`config.mk`:
```
export PLATFORM = sky130hd
export DESIGN_NAME = im_fetch_arb_flat
export DESIGN_NICKNAME = d
export VERILOG_FILES = /design/src/rtl/im_fetch_arb_if.sv /design/src/rtl/im_fetch_arb.sv /design/src/flat_wrapper.sv
export SDC_FILE = /design/constraint.sdc
export NUM_CORES = 1
export LEC_CHECK = 0
export ABC_CLOCK_PERIOD_IN_PS = 1550
export BUFFER_PORTS_ARGS = -buffer_cell sky130_fd_sc_hd__buf_2
export CORE_AREA = 4 4 89 91
export DETAILED_ROUTE_END_ITERATION = 6
export DIE_AREA = 0 0 93 95
export PLACE_DENSITY = 0.71
export SLEW_MARGIN = 40
export SYNTH_ARGS = -nofsm -noshare
export SYNTH_HDL_FRONTEND = slang
export SYNTH_SLANG_ARGS = --single-unit
```
`constraint.sdc`:
```
create_clock -name clk -period 1.55 [get_ports clk]
set_input_delay 0.0775 -clock clk [delete_from_list [all_inputs] [get_ports clk]]
set_output_delay 0.0775 -clock clk [all_outputs]
set_load 0.005 [all_outputs]
```
`src/rtl/im_fetch_arb_if.sv`:
```
// Bus bundle between the instruction-ROM fetch arbiter and its two read
// requesters (instruction fetch and debug/loader) plus the byte-wide ROM.
interface im_fetch_arb_if #(
    parameter int ROM_AW = 10
);
    // Fetch requester
    logic              if_req;
    logic [11:0]       if_addr;
    logic              if_ack;
    // Debug / loader requester
    logic              dbg_req;
    logic [11:0]       dbg_addr;
    logic              dbg_ack;
    // Shared response word
    logic [31:0]       rdata;
    // Byte-wide synchronous ROM
    logic              rom_rd;
    logic [ROM_AW-1:0] rom_addr;
    logic [7:0]        rom_dout;
    // Status
    logic              busy;

    // Arbiter side
    modport slave (
        input  if_req, if_addr, dbg_req, dbg_addr, rom_dout,
        output if_ack, dbg_ack, rdata, rom_rd, rom_addr, busy
    );

    // Requester / ROM side
    modport master (
        output if_req, if_addr, dbg_req, dbg_addr, rom_dout,
        input  if_ack, dbg_ack, rdata, rom_rd, rom_addr, busy
    );
endinterface

```
`src/rtl/im_fetch_arb.sv`:
```
// Round-robin arbiter between instruction fetch and debug reads of a byte-wide
// synchronous ROM. Each transaction reads four consecutive bytes (wrapping at
// the ROM size), assembles them big-endian and acks the granted requester with
// a fixed latency: 4 ISSUE cycles, 1 DRAIN cycle, 1 RESP cycle.
module im_fetch_arb #(
    parameter int ROM_AW = 10
) (
    input  logic            clk,
    input  logic            rst,
    im_fetch_arb_if.slave   bus
);

    typedef enum logic [1:0] {
        IDLE  = 2'd0,
        ISSUE = 2'd1,
        DRAIN = 2'd2,
        RESP  = 2'd3
    } state_t;

    state_t            state_q;
    logic [ROM_AW-1:0] base_q;
    logic [1:0]        cnt_q;
    logic              grant_dbg_q;   // requester of the transaction in flight
    logic              last_dbg_q;    // requester granted most recently
    logic              rom_rd_q;
    logic [ROM_AW-1:0] rom_addr_q;
    logic              if_ack_q;
    logic              dbg_ack_q;
    logic              busy_q;
    logic              rd_dly_q;      // a ROM byte arrives this cycle
    logic [31:0]       word_q;

    logic              arb_valid_d;
    logic              arb_dbg_d;
    logic [ROM_AW-1:0] arb_addr_d;
    logic [ROM_AW-1:0] next_addr_d;

    // Arbitration: a lone request wins outright; on a tie the requester that
    // was not granted last time wins, so neither side can be starved.
    always_comb begin
        arb_valid_d = bus.if_req | bus.dbg_req;
        if (bus.if_req && bus.dbg_req) begin
            arb_dbg_d = ~last_dbg_q;
        end else begin
            arb_dbg_d = bus.dbg_req;
        end
        arb_addr_d = arb_dbg_d ? bus.dbg_addr[ROM_AW-1:0] : bus.if_addr[ROM_AW-1:0];
    end

    // Byte address for the next ISSUE cycle; natural overflow gives the wrap.
    assign next_addr_d = base_q + ROM_AW'(cnt_q) + ROM_AW'(1);

    // Control FSM with registered ROM strobe, acks and busy flag.
    always_ff @(posedge clk or posedge rst) begin
        if (rst) begin
            state_q     <= IDLE;
            base_q      <= '0;
            cnt_q       <= 2'd0;
            grant_dbg_q <= 1'b0;
            last_dbg_q  <= 1'b1;
            rom_rd_q    <= 1'b0;
            rom_addr_q  <= '0;
            if_ack_q    <= 1'b0;
            dbg_ack_q   <= 1'b0;
            busy_q      <= 1'b0;
        end else begin
            if_ack_q  <= 1'b0;
            dbg_ack_q <= 1'b0;
            case (state_q)
                IDLE: begin
                    if (arb_valid_d) begin
                        state_q     <= ISSUE;
                        base_q      <= arb_addr_d;
                        grant_dbg_q <= arb_dbg_d;
                        last_dbg_q  <= arb_dbg_d;
                        cnt_q       <= 2'd0;
                        rom_rd_q    <= 1'b1;
                        rom_addr_q  <= arb_addr_d;
                        busy_q      <= 1'b1;
                    end
                end
                ISSUE: begin
                    if (cnt_q == 2'd3) begin
                        state_q    <= DRAIN;
                        rom_rd_q   <= 1'b0;
                        rom_addr_q <= '0;
                    end else begin
                        cnt_q      <= cnt_q + 2'd1;
                        rom_addr_q <= next_addr_d;
                    end
                end
                DRAIN: begin
                    // Last byte is shifted in at the end of this cycle, so the
                    // word is complete when the ack goes out in RESP.
                    state_q   <= RESP;
                    if_ack_q  <= ~grant_dbg_q;
                    dbg_ack_q <= grant_dbg_q;
                end
                RESP: begin
                    state_q <= IDLE;
                    busy_q  <= 1'b0;
                end
                default: begin
                    state_q <= IDLE;
                end
            endcase
        end
    end

    // Word assembly: shift in one ROM byte in every cycle following a read
    // strobe; the byte at base ends up in bits [31:24].
    always_ff @(posedge clk or posedge rst) begin
        if (rst) begin
            rd_dly_q <= 1'b0;
            word_q   <= 32'd0;
        end else begin
            rd_dly_q <= rom_rd_q;
            if (rd_dly_q) begin
                word_q <= {word_q[23:0], bus.rom_dout};
            end
        end
    end

    // Address bits above the ROM size are intentionally ignored.
    generate
        if (ROM_AW < 12) begin : g_addr_hi
            logic unused_addr_hi;
            assign unused_addr_hi = ^{bus.if_addr[11:ROM_AW], bus.dbg_addr[11:ROM_AW]};
        end
    endgenerate

    assign bus.rom_rd   = rom_rd_q;
    assign bus.rom_addr = rom_addr_q;
    assign bus.if_ack   = if_ack_q;
    assign bus.dbg_ack  = dbg_ack_q;
    assign bus.rdata    = word_q;
    assign bus.busy     = busy_q;

endmodule

```
`src/flat_wrapper.sv`:
```
// flat-port wrapper written by rule: the top's interface ports become plain ports
module im_fetch_arb_flat 
#(
    parameter int ROM_AW = 10
)
  (clk, rst, bus_if_req, bus_if_addr, bus_dbg_req, bus_dbg_addr, bus_rom_dout, bus_if_ack, bus_dbg_ack, bus_rdata, bus_rom_rd, bus_rom_addr, bus_busy);
  im_fetch_arb_if #(.ROM_AW(ROM_AW)) bus_i ();
  input  logic clk;
  input  logic rst;
  input wire logic [$bits(bus_i.if_req)-1:0] bus_if_req;
  input wire logic [$bits(bus_i.if_addr)-1:0] bus_if_addr;
  input wire logic [$bits(bus_i.dbg_req)-1:0] bus_dbg_req;
  input wire logic [$bits(bus_i.dbg_addr)-1:0] bus_dbg_addr;
  input wire logic [$bits(bus_i.rom_dout)-1:0] bus_rom_dout;
  output wire logic [$bits(bus_i.if_ack)-1:0] bus_if_ack;
  output wire logic [$bits(bus_i.dbg_ack)-1:0] bus_dbg_ack;
  output wire logic [$bits(bus_i.rdata)-1:0] bus_rdata;
  output wire logic [$bits(bus_i.rom_rd)-1:0] bus_rom_rd;
  output wire logic [$bits(bus_i.rom_addr)-1:0] bus_rom_addr;
  output wire logic [$bits(bus_i.busy)-1:0] bus_busy;
  assign bus_i.if_req = bus_if_req;
  assign bus_i.if_addr = bus_if_addr;
  assign bus_i.dbg_req = bus_dbg_req;
  assign bus_i.dbg_addr = bus_dbg_addr;
  assign bus_i.rom_dout = bus_rom_dout;
  assign bus_if_ack = bus_i.if_ack;
  assign bus_dbg_ack = bus_i.dbg_ack;
  assign bus_rdata = bus_i.rdata;
  assign bus_rom_rd = bus_i.rom_rd;
  assign bus_rom_addr = bus_i.rom_addr;
  assign bus_busy = bus_i.busy;
  im_fetch_arb #(.ROM_AW(ROM_AW)) u_core (.clk(clk), .rst(rst), .bus(bus_i));
endmodule
```
; ---- Word level (Yosys, flattened, before mapping)
; Index checks and enable logic that the tools add are counted.
; W data, S select, Z words.
[word_totals]
register_bits = 63
input_bits = 36
out_inout_bits = 46
wordCells = 52
[classes]
n_addsub = 3
eq_ne = 7
mux = 17
n_bitwise = 3
n_reduce_logical = 10
[ops]
columns = op, n
row1 = $mux W10, 3
row2 = $pmux W10 S2, 1
row3 = $add A10 B1 Y10 const B, 1
row4 = $add A10 B2 Y10, 1
row5 = $mux W2, 4
row6 = $pmux W2 S4, 1
row7 = $reduce_and A2 Y1, 4
row8 = $eq A2 B2 Y1 const B, 3
row9 = $reduce_and A3 Y1, 2
row10 = $mux W1, 5
row11 = $ne A2 B1 Y1 const B, 2
row12 = $pmux W1 S2, 2
row13 = $pmux W2 S2, 1
row14 = $reduce_bool A2 Y1, 2
row15 = $add A2 B1 Y2 const B, 1
row16 = $eq A2 B1 Y1 const B, 1
row17 = $logic_not A2 Y1, 1
row18 = $ne A2 B2 Y1 const B, 1
row19 = $not A1 Y1, 2
row20 = $logic_and A1 B1 Y1, 1
row21 = $or A1 B1 Y1, 1

; ---- Logic depth before layout (Yosys ltp)
[logic_depth]
word_depth = 5
ltp_mapped = 7
ltp_nobuf = 7

; ---- Worst setup path after synthesis
; Ideal clock, no wire load.
[synth_path]
path_type = register -> register
from = reg u_core.cnt_q[1]
to = reg u_core.rom_addr_q[7], in the netlist u_core.bus.rom_addr[7]
setup_time_ns = 0.125
arrival_time_ns = 1.503
required_time_ns = 1.425
slack_ns = -0.078
path_stages_with_launch = 7
n_path_buf = 0
period_less_slack_ns = 1.628
cell_sequence = dfrtp_1 ha_1 nor2b_1 o2111ai_1 xor2_1 o22ai_1 mux2_2
[synth_between]
elab_chain_cells = 4
word_cells_on_any_way = 5
classes_between = add/sub (2) / eq/ne (1) / mux (2)
[synth_rtl]
columns = item, line_no
row1 = from (decl), im_fetch_arb.sv:22  ; logic [1:0] cnt_q;
row2 = from (signal assigned), im_fetch_arb.sv:88  ; cnt_q <= cnt_q + 2'd1;
row3 = $add A10 B2 Y10, im_fetch_arb.sv:51  ; assign next_addr_d = base_q + ROM_AW'(cnt_q) + ROM_AW'(1);
row4 = $add A10 B1 Y10, im_fetch_arb.sv:51
row5 = $mux W10 (*), im_fetch_arb.sv:83  ; if (cnt_q == 2'd3) begin
row6 = $pmux W10 S2 (*), im_fetch_arb.sv:69  ; case (state_q)
row7 = to (signal assigned), im_fetch_arb.sv:78  ; rom_addr_q <= arb_addr_d;
row8 = to (signal assigned), im_fetch_arb.sv:89  ; rom_addr_q <= next_addr_d;
row9 = to (decl), im_fetch_arb.sv:26  ; logic [ROM_AW-1:0] rom_addr_q;
; Mark *: on every way between the ends. The rest lies on a longest branch, timed or not.
; A chain may end at the register's enable or synchronous reset.

; ---- Worst setup path after layout
[layout_path]
from = reg u_core.base_q[1]
to = reg u_core.rom_addr_q[9], in the netlist u_core.bus.rom_addr[9]
[layout_between]
elab_chain_cells = 4
[layout_rtl]
columns = item, line_no
row1 = from (decl), im_fetch_arb.sv:21  ; logic [ROM_AW-1:0] base_q;
row2 = from (signal assigned), im_fetch_arb.sv:73  ; base_q <= arb_addr_d;
row3 = $add A10 B2 Y10, im_fetch_arb.sv:51
row4 = $add A10 B1 Y10, im_fetch_arb.sv:51
row5 = $mux W10, im_fetch_arb.sv:83
row6 = $pmux W10 S2, im_fetch_arb.sv:69
; No other way between the ends.

==> results.yml <==
run:
  max_cap_viol_count: 0
cts:
  cts.sinks: 63
  ctsHtreeMaxLevel: 3
  max-clock-path-buffers: 2
  postCtsSetupRepairBufs: 0
  clkTransAtPathRegs_ns: 0.07
  cts_tree: "built"
  clk_latency_ns: 0.33
  root_buffer: "clkbuf_8"
  numCtsBuffers: 9
floorplanning:
  die_area_mm2: 0.00884
  rows: 31
  initial_utilization_pct: 39.1
  io_pins: 82
  core_mm2: 0.00714
  die_y_um: 95
  die_w_um: 93
timing:
  maxSlewViolCount: 0
  fin_skew_ns: 0.00987
  worst_pin_slew_ns: 0.334
  max_slew_margin_pct: 77.7
  min_period_ns: 1.62
  hold_viol: 0
  setup_ws_ns: -0.0739
  rsz0062_at_grt: "true"
  fmax_mhz: 616
  fin_tns_setup_ns: -0.139
  setup_viol: 3
  min_period_over_period_pct: 105
synthesis:
  syn_area_per_cell_um2: 12.1
  synth_warnings: 0
  synth_top_area_share_pct: 55.5
  yosysUniqueCellTypes: 32
  synth_area_leaders: "dfrtp_1 (56%), mux2_2 (13%), nand2_1 (3.8%), ha_1 (3.6%), mux2i_1 (3.6%)"
  ys_seq_elements: 63
  synth_nets: 276
  ys_seq_area_share_pct: 56.5
  synthArstFlopShare_pct: 100
  synth_enable_flop_cells: 0
  syn_area_mm2: 0.00279
  synthCells: 231
  ys.flop_type: "dfrtp_1"
  synth_area_leader_cell: "dfrtp_1"
detailed_routing:
  drtPass1Iterations: 5
  viasPerCell: 4.74
  route.detailed.drc: 0
  vias: 2097
  wl_um: 5920
  dr.first_iter.drc_count: 36
  postRouteAntennaNets: 0
  wl_per_cell_um: 13.4
final_layout:
  seq_area_mm2: 0.00158
  drive_gt1_share_pct: 46.6
  antennaDiodeCount: 0
  fin_util_pct: 53.5
  n_fill_cell: 671
  final_cells: 442
  multi_input_area_mm2: 0.00120
  areaGrowthSynthToFinish_pct: 36.5
  nNetsFinal: 384
power:
  switchingPower_w: 0.00278
  p_sw_share_pct: 33.8
  combPwrFrac_pct: 44.4
  p_int_w: 0.00545
  clockPowerShare_pct: 18.8
  irDropWorstVdd_mv: 0.860
  leakagePower_nw: 1.82
  p_per_area_mw_per_mm2: 2160
  p_seq_share_pct: 36.9
global_route:
  grt_max_degree: 64
  grt_first_pass_wirelength_um: 9830
  antenna_found_initial: 0
  grtUsageTotal_pct: 14.3
  grt_overflow: 0
  grt_pass1_vias: 2105
placement:
  place_congestion: 0.763
  port_buffers: 77
  place_hpwl_um: 4300
  placedCellCount: 417
critical_path:
  crit_path_start_kind: "register"
  required_ns: 1.77
  critPathArrivalTime_ns: 1.84
  path_class: "reg -> reg"
  setup.worst_path.end_class: "register"
  crit_fanout: 3
hold_path:
  hold_class: "in -> reg"
run_status:
  status: "finished, violations left"
  violations: "negative setup slack"
==> area by class of cell <==
class	count	share of cell area, %
Sequential cell	63	41.4
Clock inverter	4	1.84
Timing Repair Buffer	106	17.5
Inverter	7	0.787
Multi-Input combinational cell	152	31.5
Clock buffer	11	3.71
Tap cell	99	3.25
==> metal layers <==
| layer | global-route usage [%] | vias up | wire length (µm) |
|---|---|---|---|
| met2 | 24.4 | 66 | 2950 |
| li1 | - | 1022 | - |
| met1 | 17.4 | 999 | 2510 |
| met4 | 5.86 | 0 | 94 |
| met5 | 0 | - | 0 |
| met3 | 3.59 | 10 | 366 |
==> Yosys cell counts, types with 3 or more instances <==
master	number
mux2_1	3
mux2_2	32
nand2_1	28
mux2i_1	10
xnor2_1	3
xor2_1	5
nor2_1	9
nor2b_1	4
ha_1	8
inv_1	7
dfrtp_1	62
a22o_1	3
o21ai_1	19
clkbuf_1	3
a21oi_1	9
buf_2	5
==> power groups by stage <==
stage | sequential (W) | combinational (W) | clock (W)
6_report | 0.00303 | 0.00365 | 0.00154
5_1_grt | 0.00316 | 0.00406 | 0.00166
3_3_place_gp | 0.00303 | 0.00347 | 0
3_5_place_dp | 0.00306 | 0.00358 | 0
4_1_cts | 0.00303 | 0.00362 | 0.00158
2_1_floorplan | 0.00305 | 0.00209 | 0
==> cell families (layout without fill, tap and decap cells) <==
logic type / after synthesis / count (layout) / share of synthesized area, %
buffers and inverters: 16 / 128 / 2.64
DFF: 63 / 63 / 56.5
and+or+nand+nor: 48 / 48 / 7.43
muxes: 45 / 45 / 17.7
AOI/OAI and AO/OA: 42 / 42 / 8.96
adders and majority gates: 9 / 9 / 4.30
xor gates and xnor gates: 8 / 8 / 2.51
==> cells in the final DEF (no fill, tap or decap), types with 3 or more instances in the layout <==
master / synthesis / layout
nor2_1: 9 / 8
mux2i_1: 10 / 10
dfrtp_1: 62 / 62
mux2_2: 32 / 32
xor2_1: 5 / 5
buf_4: 0 / 15
nand2_1: 28 / 26
buf_12: 0 / 3
inv_1: 7 / 5
clkbuf_8: 0 / 10
o21ai_1: 19 / 21
xnor2_1: 3 / 3
mux2_1: 3 / 3
ha_1: 8 / 4
a21oi_1: 9 / 9
ha_2: 0 / 3
buf_2: 5 / 77
dlygate4sd3_1: 0 / 10
a22o_1: 3 / 3
==> worst max-delay path, cell delays in order, from the launching register on <==
cell and delay, ns:
dfrtp_1 0.39, ha_1 0.29, nor2b_4 0.14, o2111ai_2 0.19
xor2_1 0.17, o22ai_1 0.09, mux2_2 0.26
==> per-stage QoR <==
stage | setup WS [ns] | power [W] | hold slack [ns] | area [µm²]
floorplan | -0.0443 | 0.00514 | 0.140 | 2820
global placement | -0.0579 | 0.00650 | 0.193 | 3460
detailed placement | -0.0982 | 0.00664 | 0.195 | 3460
CTS | -0.0834 | 0.00824 | 0.0205 | 3780
global route | -0.122 | 0.00888 | 0.0529 | 3810
finish | -0.0739 | 0.00822 | 0.0402 | 3810
==> worst paths after layout <==
check / from / endpoint / slack [ns] / cells after the start
max reg2reg: u_core.base_q[1] / u_core.bus.rom_addr[9] / -0.07 / 6
max in group asynchronous: rst / u_core.last_dbg_q / 0.85 / 4
max: u_core.base_q[1] / u_core.bus.rom_addr[9] / -0.07 / 6
min reg2reg: u_core.bus.rom_rd / u_core.rd_dly_q / 0.41 / 0
min in group asynchronous: rst / u_core.bus.rdata[4] / 0.37 / 4
min: bus_dbg_req / u_core.last_dbg_q / 0.04 / 3
==> what timing repair did <==
item                                    in CTS  in global routing
hold endpoints to repair                    71                  0
pin swaps                                    2                  6
endpoints found under the setup margin       6                 15
resized for setup                            4                 11
hold buffers                                10                  0
==> sequential cells by signal (all words and copies together) (netlist names), 2 cells and up <==
signal and cells:
u_core.bus.rom_addr 10, u_core.state_q 2, u_core.cnt_q 2, u_core.bus.rdata 32, u_core.base_q 10
No activity file was read; power rests on OpenSTA's default activity.
